==> src/rtl/spi_pkg.sv <==
// Shared SPI definitions: frame width, default idle fill byte and responder state encoding.
// The master reuses SPI_BITS so both ends agree on the frame size.
package spi_pkg;

    localparam int SPI_BITS = 8;
    localparam int CNT_W    = $clog2(SPI_BITS);

    localparam logic [SPI_BITS-1:0] IDLE_FILL_DEFAULT = 8'hFF;

    typedef enum logic {
        ST_IDLE  = 1'b0,
        ST_SHIFT = 1'b1
    } spi_state_t;

endpackage

==> src/rtl/spi_pin_sync.sv <==
// Multi-stage synchronizer for one asynchronous input pin, with a selectable reset level
// so an idle-high pin (chip select) does not look like an active edge coming out of reset.
module spi_pin_sync #(
    parameter int   SYNC_STAGES = 2,
    parameter logic RESET_VAL   = 1'b0
) (
    input  logic i_clk,
    input  logic i_rst_n,
    input  logic i_pin,
    output logic o_pin
);

    logic [SYNC_STAGES-1:0] r_chain;

    always_ff @(posedge i_clk or negedge i_rst_n) begin
        if (!i_rst_n) begin
            r_chain <= {SYNC_STAGES{RESET_VAL}};
        end else begin
            r_chain <= {r_chain[SYNC_STAGES-2:0], i_pin};
        end
    end

    assign o_pin = r_chain[SYNC_STAGES-1];

endmodule

==> src/rtl/spi_slave.sv <==
// SPI mode-0 responder running in the raw_clk domain: oversampled pins, MSB-first 8-bit
// frames, and a byte-level CPU interface with strobe/ready/clear handshakes.
module spi_slave
    import spi_pkg::*;
#(
    parameter int                  SYNC_STAGES = 2,
    parameter logic [SPI_BITS-1:0] IDLE_FILL   = IDLE_FILL_DEFAULT
) (
    input  logic                raw_clk,
    input  logic                reset,
    input  logic                spi_sclk,
    input  logic                spi_cs,
    input  logic                spi_mosi,
    output logic                spi_miso,
    output logic                spi_miso_oe,
    input  logic [SPI_BITS-1:0] tx_data,
    input  logic                tx_strobe,
    output logic                tx_pending,
    output logic [SPI_BITS-1:0] rx_data,
    output logic                rx_ready,
    input  logic                rx_ready_clear,
    output logic                overrun,
    input  logic                overrun_clear,
    output logic                cs_active
);

    localparam logic [CNT_W-1:0] LAST_BIT = CNT_W'(SPI_BITS - 1);

    logic w_sclk_s;
    logic w_cs_s;
    logic w_mosi_s;

    spi_pin_sync #(.SYNC_STAGES(SYNC_STAGES), .RESET_VAL(1'b0)) u_sync_sclk (
        .i_clk(raw_clk), .i_rst_n(reset), .i_pin(spi_sclk), .o_pin(w_sclk_s));
    spi_pin_sync #(.SYNC_STAGES(SYNC_STAGES), .RESET_VAL(1'b1)) u_sync_cs (
        .i_clk(raw_clk), .i_rst_n(reset), .i_pin(spi_cs), .o_pin(w_cs_s));
    spi_pin_sync #(.SYNC_STAGES(SYNC_STAGES), .RESET_VAL(1'b0)) u_sync_mosi (
        .i_clk(raw_clk), .i_rst_n(reset), .i_pin(spi_mosi), .o_pin(w_mosi_s));

    spi_state_t            r_state;
    logic                  r_sclk_prev;
    logic                  r_cs_prev;
    logic [SYNC_STAGES:0]  r_flush;
    logic [CNT_W-1:0]      r_bit_cnt;
    logic [SPI_BITS-2:0]   r_rx_shift;
    logic [SPI_BITS-1:0]   r_tx_shift;
    logic [SPI_BITS-1:0]   r_tx_buf;
    logic                  r_tx_pending;
    logic [SPI_BITS-1:0]   r_rx_data;
    logic                  r_rx_ready;
    logic                  r_overrun;
    logic                  r_miso_oe;

    logic                  w_armed;
    logic                  w_sclk_rise;
    logic                  w_sclk_fall;
    logic                  w_cs_fall;
    logic                  w_cs_rise;
    logic [SPI_BITS-1:0]   w_rx_next;
    logic [SPI_BITS-1:0]   w_reload_val;

    // A cs that is already low when reset releases must not count as a frame start, so
    // falling edges are ignored until the pin pipeline has been refilled with real samples.
    assign w_armed      = r_flush[SYNC_STAGES];
    assign w_sclk_rise  = w_sclk_s & ~r_sclk_prev;
    assign w_sclk_fall  = ~w_sclk_s & r_sclk_prev;
    assign w_cs_fall    = w_armed & ~w_cs_s & r_cs_prev;
    assign w_cs_rise    = w_cs_s & ~r_cs_prev;
    assign w_rx_next    = {r_rx_shift, w_mosi_s};
    assign w_reload_val = r_tx_pending ? r_tx_buf : IDLE_FILL;

    always_ff @(posedge raw_clk or negedge reset) begin
        if (!reset) begin
            r_state      <= ST_IDLE;
            r_sclk_prev  <= 1'b0;
            r_cs_prev    <= 1'b1;
            r_flush      <= '0;
            r_bit_cnt    <= '0;
            r_rx_shift   <= '0;
            r_tx_shift   <= '0;
            r_tx_buf     <= '0;
            r_tx_pending <= 1'b0;
            r_rx_data    <= '0;
            r_rx_ready   <= 1'b0;
            r_overrun    <= 1'b0;
            r_miso_oe    <= 1'b0;
        end else begin
            r_sclk_prev <= w_sclk_s;
            r_cs_prev   <= w_cs_s;
            r_flush     <= {r_flush[SYNC_STAGES-1:0], 1'b1};

            if (rx_ready_clear) r_rx_ready <= 1'b0;
            if (overrun_clear)  r_overrun  <= 1'b0;

            case (r_state)
                ST_IDLE: begin
                    r_miso_oe <= 1'b0;
                    if (w_cs_fall) begin
                        r_state      <= ST_SHIFT;
                        r_miso_oe    <= 1'b1;
                        r_bit_cnt    <= '0;
                        r_rx_shift   <= '0;
                        r_tx_shift   <= w_reload_val;
                        r_tx_pending <= 1'b0;
                    end
                end
                ST_SHIFT: begin
                    if (w_cs_rise) begin
                        r_state    <= ST_IDLE;
                        r_miso_oe  <= 1'b0;
                        r_bit_cnt  <= '0;
                        r_rx_shift <= '0;
                    end else if (w_sclk_rise) begin
                        r_rx_shift <= w_rx_next[SPI_BITS-2:0];
                        r_bit_cnt  <= r_bit_cnt + 1'b1;
                        // A completing byte beats a same-cycle clear, and that clear also
                        // cancels the overrun the still-unread byte would otherwise raise.
                        if (r_bit_cnt == LAST_BIT) begin
                            r_rx_data  <= w_rx_next;
                            r_rx_ready <= 1'b1;
                            if (r_rx_ready && !rx_ready_clear) r_overrun <= 1'b1;
                        end
                    end else if (w_sclk_fall) begin
                        if (r_bit_cnt != '0) begin
                            r_tx_shift <= {r_tx_shift[SPI_BITS-2:0], 1'b0};
                        end else begin
                            r_tx_shift   <= w_reload_val;
                            r_tx_pending <= 1'b0;
                        end
                    end
                end
                default: r_state <= ST_IDLE;
            endcase

            if (tx_strobe) begin
                r_tx_buf     <= tx_data;
                r_tx_pending <= 1'b1;
            end
        end
    end

    assign spi_miso    = (r_state == ST_SHIFT) ? r_tx_shift[SPI_BITS-1] : 1'b1;
    assign spi_miso_oe = r_miso_oe & ~w_cs_s;
    assign cs_active   = ~w_cs_s;
    assign tx_pending  = r_tx_pending;
    assign rx_data     = r_rx_data;
    assign rx_ready    = r_rx_ready;
    assign overrun     = r_overrun;

endmodule

==> config.mk <==
export PLATFORM = sky130hd
export DESIGN_NAME = spi_slave
export DESIGN_NICKNAME = d
export VERILOG_FILES = /design/src/rtl/spi_pkg.sv /design/src/rtl/spi_pin_sync.sv /design/src/rtl/spi_slave.sv
export SDC_FILE = /design/constraint.sdc
export NUM_CORES = 1
export LEC_CHECK = 0
export ABC_AREA = 1
export CAP_MARGIN = 0
export CORE_MARGIN = 1.5
export CORE_UTILIZATION = 50
export CTS_CLUSTER_DIAMETER = 100
export DETAILED_ROUTE_END_ITERATION = 8
export PLACE_DENSITY = 0.79
export SLEW_MARGIN = 10
export SYNTH_ARGS = -nofsm -noshare
export SYNTH_HDL_FRONTEND = slang
export SYNTH_SLANG_ARGS = --single-unit
==> constraint.sdc <==
create_clock -name raw_clk -period 1.6 [get_ports raw_clk]
set_clock_uncertainty 0.2 [all_clocks]
set_input_delay 0.32 -clock raw_clk [delete_from_list [all_inputs] [get_ports raw_clk]]
set_output_delay 0.32 -clock raw_clk [all_outputs]
set_load 0.005 [all_outputs]
## Yosys cells after proc, flatten, opt, wreduce, memory -nomap -nowiden

Index checks and enable logic that the tools add are counted.

- Memory bits (read-only): 0
- Input bits: 16
- Bits in registers: 50
- Latch bits: 0
- Memory bits (writable): 0
- Memories: 0
- Output and inout port bits: 14

- Bitwise operators: 12
- Div/mod/pow operators: 0
- Eq/ne operators: 12
- Shift-type cells: 0
- Multipliers: 0
- Order comparisons: 0
- Muxes and demuxes: 39
- Reductions and logical operators: 7
- Add/subtract/negate cells: 1

Operators by type and width:

| cell | count |
|---|---|
| 8-bit 2-to-1 mux | 6 |
| 1-bit 2-to-1 mux | 21 |
| 7-bit 2-to-1 mux | 3 |
| 8-bit case mux with 2 select lines | 1 |
| 7-bit case mux with 2 select lines | 1 |
| 3-bit != test (second input constant) | 4 |
| 3-bit 2-to-1 mux | 3 |
| 4-bit AND reduction | 2 |
| 1-bit AND | 6 |
| 2-bit != test (second input constant) | 3 |
| 1-bit inverter | 6 |
| 1-bit case mux with 2 select lines | 3 |
| 3-bit case mux with 2 select lines | 1 |
| 5-bit AND reduction | 1 |
| 2-bit by 1-bit != test with 1-bit output (second input constant) | 2 |
| 3-bit by 1-bit adder with 3-bit output (second input constant) | 1 |
| 3-bit equality test (second input constant) | 1 |
| 3-bit by 1-bit != test with 1-bit output (second input constant) | 1 |
| 3-bit by 2-bit != test with 1-bit output (second input constant) | 1 |
| 3-bit nonzero test | 1 |
| 2-bit AND reduction | 1 |
| 1-bit logical AND | 1 |
| 1-bit logical NOT | 1 |

## Longest topological paths before layout

- Depth in word-level cells: 7
- Depth in mapped cells: 8
- Depth with buffers taken out: 8

## Modules after synthesis

Synthesis repeated with hierarchy kept, for this count alone.

- Cells, all modules: 230
- Area total of the unflattened synthesis: 2118.3 um^2

By module, submodules not included:

| module | times used | area each (um^2) | cells an instance |
|---|---|---|---|
| spi_slave | 1 | 1965.6 | 224 |
| spi_pin_sync at u_sync_mosi ... | 2 | 50.0 | 2 |
| spi_pin_sync at u_sync_cs | 1 | 52.6 | 2 |

## Least setup slack after synthesis

No wires, ideal clock.

- Kind: reg-to-reg
- From: register r_bit_cnt[0]
- To: register r_tx_shift[7]
- Stages on the path, launching flop included: 9
- Path slack: 0.194 ns
- Buffers on the path: 0
- Period minus slack after synthesis: 1.406 ns
- Data required time: 1.283 ns
- Library setup time: 0.117 ns
- Data arrival time: 1.090 ns
- Path through: dfrtp_1 inv_1 ha_1 nand2_1 nand2_2 nand2_1 o21ai_0 nand2_1 nand2_1

- Word-level cells in the longest chain between the ends: 6

Ends and longest elaborated chain:

| what | RTL line | source |
|---|---|---|
| from (decl) | spi_slave.sv:44 | `logic [CNT_W-1:0] r_bit_cnt;` |
| from (signal assigned) | spi_slave.sv:115 | `r_bit_cnt <= r_bit_cnt + 1'b1;` |
| 3-bit nonzero test | spi_slave.sv:124 | `if (r_bit_cnt != '0) begin` |
| 8-bit 2-to-1 mux | spi_slave.sv:124 |  |
| 8-bit 2-to-1 mux | spi_slave.sv:123 | `end else if (w_sclk_fall) begin` |
| 8-bit 2-to-1 mux | spi_slave.sv:113 | `end else if (w_sclk_rise) begin` |
| 8-bit 2-to-1 mux | spi_slave.sv:108 | `if (w_cs_rise) begin` |
| 8-bit case mux with 2 select lines | spi_slave.sv:95 | `case (r_state)` |
| to (signal assigned) | spi_slave.sv:103 | `r_tx_shift <= w_reload_val;` |
| to (signal assigned) | spi_slave.sv:125 | `r_tx_shift <= {r_tx_shift[SPI_BITS-2:0], 1'b0};` |
| to (signal assigned) | spi_slave.sv:127 | `r_tx_shift <= w_reload_val;` |
| to (decl) | spi_slave.sv:46 | `logic [SPI_BITS-1:0] r_tx_shift;` |

Every way passes these cells. The select of a mux whose other input is x is not followed.
A chain may end at the register's enable or synchronous reset.

## Worst setup path after layout

- From: register u_sync_cs.r_chain[1]
- To: output port cs_active

- Word-level cells in the longest chain between the ends: 1

Ends and longest elaborated chain:

| what | RTL line | source |
|---|---|---|
| from (decl) | spi_pin_sync.sv:13 | `logic [SYNC_STAGES-1:0] r_chain;` |
| from (signal assigned) | spi_pin_sync.sv:17 | `r_chain <= {SYNC_STAGES{RESET_VAL}};` |
| from (signal assigned) | spi_pin_sync.sv:19 | `r_chain <= {r_chain[SYNC_STAGES-2:0], i_pin};` |
| 1-bit inverter | spi_slave.sv:144 | `assign cs_active = ~w_cs_s;` |
| to (decl) | spi_slave.sv:24 | `output logic cs_active` |

Every way passes these cells.

==> flow_summary_export.csv <==
group,metric,value,unit
global_routing,grt_max_degree,51,
setup_path,critPathLaunchType,"register",
job,cap_violations,0,
place,dp_cells,312,
power_and_ir_drop,ir_drop,0.6508,mV
floorplanning,die_h,68.09,microns
synth,avgSynthCellArea,9.210,sq um
run_status,status,"complete, no violations",
drt,ant_nets,0,
global_routing,grt_overflow,0,
synth,synth-edff-count,0,
power_and_ir_drop,leakage,1.515,nW
timing,fin_crit_sh,99.35,%
setup_path,critPathArrivalTime,1.07,ns
finish,finalNonFillerCells,334,
timing,rsz0062_at_grt,"yes",
setup_path,cp.required,1.08,ns
finish,nets,302,
place,gp_congestion,0.7933,
floorplanning,ioPinCount,30,
place,port_buffers,29,
drt,wl,4042,microns
clock_network,cts_tree,"yes",
synth,synth.distinct_cells,25,
clock_network,cts_buffer_depth,2,
setup_path,cp-end-kind,"output port",
power_and_ir_drop,power.density,937.5,nW/um^2
global_routing,antenna_found_initial,0,
synth,netlist.area_leader.share,55.52,%
setup_path,r2r_end,"r_rx_shift[3]",
finish,drive_gt1_share,19.37,%
synth,synth.area.top_cells,"dfrtp_1 56%, nand2_1 17%, dfstp_2 3.7%",
clock_network,cts_made_buffers,5,
clock_network,clkLatencyLatePin,0.31,ns
synth,ys_seq_area_share,59.24,%
clock_network,htreeDepth,2,
drt,dr_total_vias,1630,
synth,ys.flop_type,"dfrtp_1",
timing,slew_viol_final,0,
place,dp_hpwl,2572,microns
synth,syn-cell-area,2118,sq um
clock_network,cts_root_buf,"clkbuf_8",
synth,ys_ff_latch,50,
drt,wl_per_cell,12.10,microns
floorplanning,fp.dieW,68.09,microns
synth,syn_nets,249,
min_path,min-delay-start,"u_sync_mosi.r_chain[0]",
global_routing,grt_pass1_wl,6541,microns
setup_path,crit_start,"u_sync_cs.r_chain[1]",
finish,area_delta_synth_final,28.82,%
floorplanning,die_area,4636,sq um
timing,hold_viol_final,0,
clock_network,clock_sinks,50,
clock_network,clk_pin_slew_worst_paths,0.09,ns
drt,drtIter0Drc,127,
setup_path,r2r_slack,0.02,ns
synth,synthArstFlopShare,100.0,%
floorplanning,start_util,52.58,%
setup_path,path_max_fanout,2,
floorplanning,rows,23,
floorplanning,coreArea,4029,sq um
synth,synth_top_area_cell,"dfrtp_1",
synth,syn_inst,230,
global_routing,grt_pass1_vias,1540,
timing,setup_viol,0,
setup_path,criticalPathCategory,"reg2out",
min_path,hp-class,"reg2reg",
synth,yosys_warnings,0,
drt,drc,0,
drt,avgViaCountPerCell,4.880,
min_path,hold_depth,0,
global_routing,grt_usage,19.30,%
min_path,min_to,"u_sync_mosi.r_chain[1]",
setup_path,reg2reg_from,"u_sync_cs.r_chain[1]",
timing,fin_tns_setup,0,ns
timing,period_needed,1.590,ns
timing,timing.hold.ws,0.1527,ns
finish,n_antenna_cell,0,
timing,fmax,0.6291,GHz
setup_path,r2r_cells,7,
drt,firstDrtPassIters,4,
synth_stat cells, types with 2 or more instances:
cell,count
inv_2,2
nor2_1,2
inv_1,19
nand3_1,15
o21ai_1,2
o21ai_0,9
nand2_1,96
nand2_2,4
nand4_1,10
ha_1,3
dfstp_2,3
dfrtp_1,47
inv_4,2
buf_2,2
nand2_4,3
clkbuf_1,2
critical path, cell delays in order (launching register included):
cell and delay, ns:
dfstp_2 0.54, buf_6 0.10, inv_4 0.03, buf_6 0.10
flip-flops by register name (all words and copies together), names as in the netlist, 2 cells and up:
name                 count
r_tx_buf                 8
r_tx_shift               8
r_bit_cnt                3
r_flush                  3
u_sync_sclk.r_chain      2
u_sync_cs.r_chain        2
u_sync_mosi.r_chain      2
r_rx_shift               7
rx_data                  8
metrics by stage:
step | cell area, sq um | util (%) | power (mW) | worst slack [ns]
2_1_floorplan | 2118 | - | 1.652 | 0.1937
3_3_place_gp | 2514 | 62.39 | 1.793 | 0.05509
3_5_place_dp | 2514 | 62.39 | 1.808 | 0.03860
4_1_cts | 2638 | 65.47 | 2.535 | -0.06074
5_1_grt | 2729 | 67.73 | 2.683 | -0.04205
6_report | 2729 | 67.73 | 2.558 | 0.01032
power breakdown:
part           switching [mW]  internal (mW)
Clock                   0.426          0.308
Combinational           0.239          0.174
Sequential             0.0483           1.36
Total                   0.713           1.85
how the worst max path moves through the flow:
| stage | cells after the start | slack [ns] | end |
|---|---|---|---|
| after global placement | 3 | 0.06 | spi_miso |
| after detailed placement | 3 | 0.04 | spi_miso |
| after global routing | 3 | -0.04 | cs_active |
| final | 3 | 0.01 | cs_active |
| after floorplan | 8 | 0.19 | r_tx_shift[7] |
| after CTS | 3 | -0.06 | spi_miso |
placed cells by master, fill, tap and decap left out, types with 2 or more instances in the layout:
master,n
nand2_2,2
buf_6,2
nand3_1,15
nor2_4,2
clkdlybuf4s50_1,14
ha_1,3
dfrtp_1,47
clkbuf_8,5
nor2_2,2
dfstp_2,3
nand4_1,10
buf_2,2
o21ai_0,9
nand2_1,96
nand2_4,4
inv_6,2
inv_4,2
o21ai_1,2
o21ai_2,2
buf_4,17
inv_1,18
dlygate4sd2_1,11
timing repair:
item                                    4_1_cts  5_1_grt
endpoints found under the setup margin       14       23
hold endpoints to repair                     47        0
gates cloned                                  0        2
pin swaps                                     0        5
buffers inserted                              5        6
hold buffers                                  1        0
gates resized for setup                      24        9
cell type report:
cell class,instances,area [sq um]
inverter,23,101.3
clock inverter,3,21.27
fill,325,1300
timing repair buffer,49,431.7
clock buffer,5,68.82
sequential,50,1255
tap,50,62.56
multi-input combinational,154,788.3
routing by layer:
layer  routed length [microns]  GRT usage, %  up-vias  part of all wire [%]
met4                        53         6.000        0                   1.3
met5                         0             0        -                     0
met1                      1810         24.27      765                    45
met2                      2012         31.31       32                    50
li1                          -             -      827                     -
met3                       166         6.743        6                   4.1
logic make-up after synthesis:
| logic type | Yosys count | synth area share, % |
|---|---|---|
| AOI/OAI and AO/OA | 13 | 3.780 |
| adders and majority gates | 3 | 1.772 |
| buffers and inverters | 28 | 5.494 |
| DFF | 50 | 59.24 |
| other | 1 | 0.1770 |
| and+or+nand+nor | 135 | 29.53 |
Power figures use the tool's default switching activity.
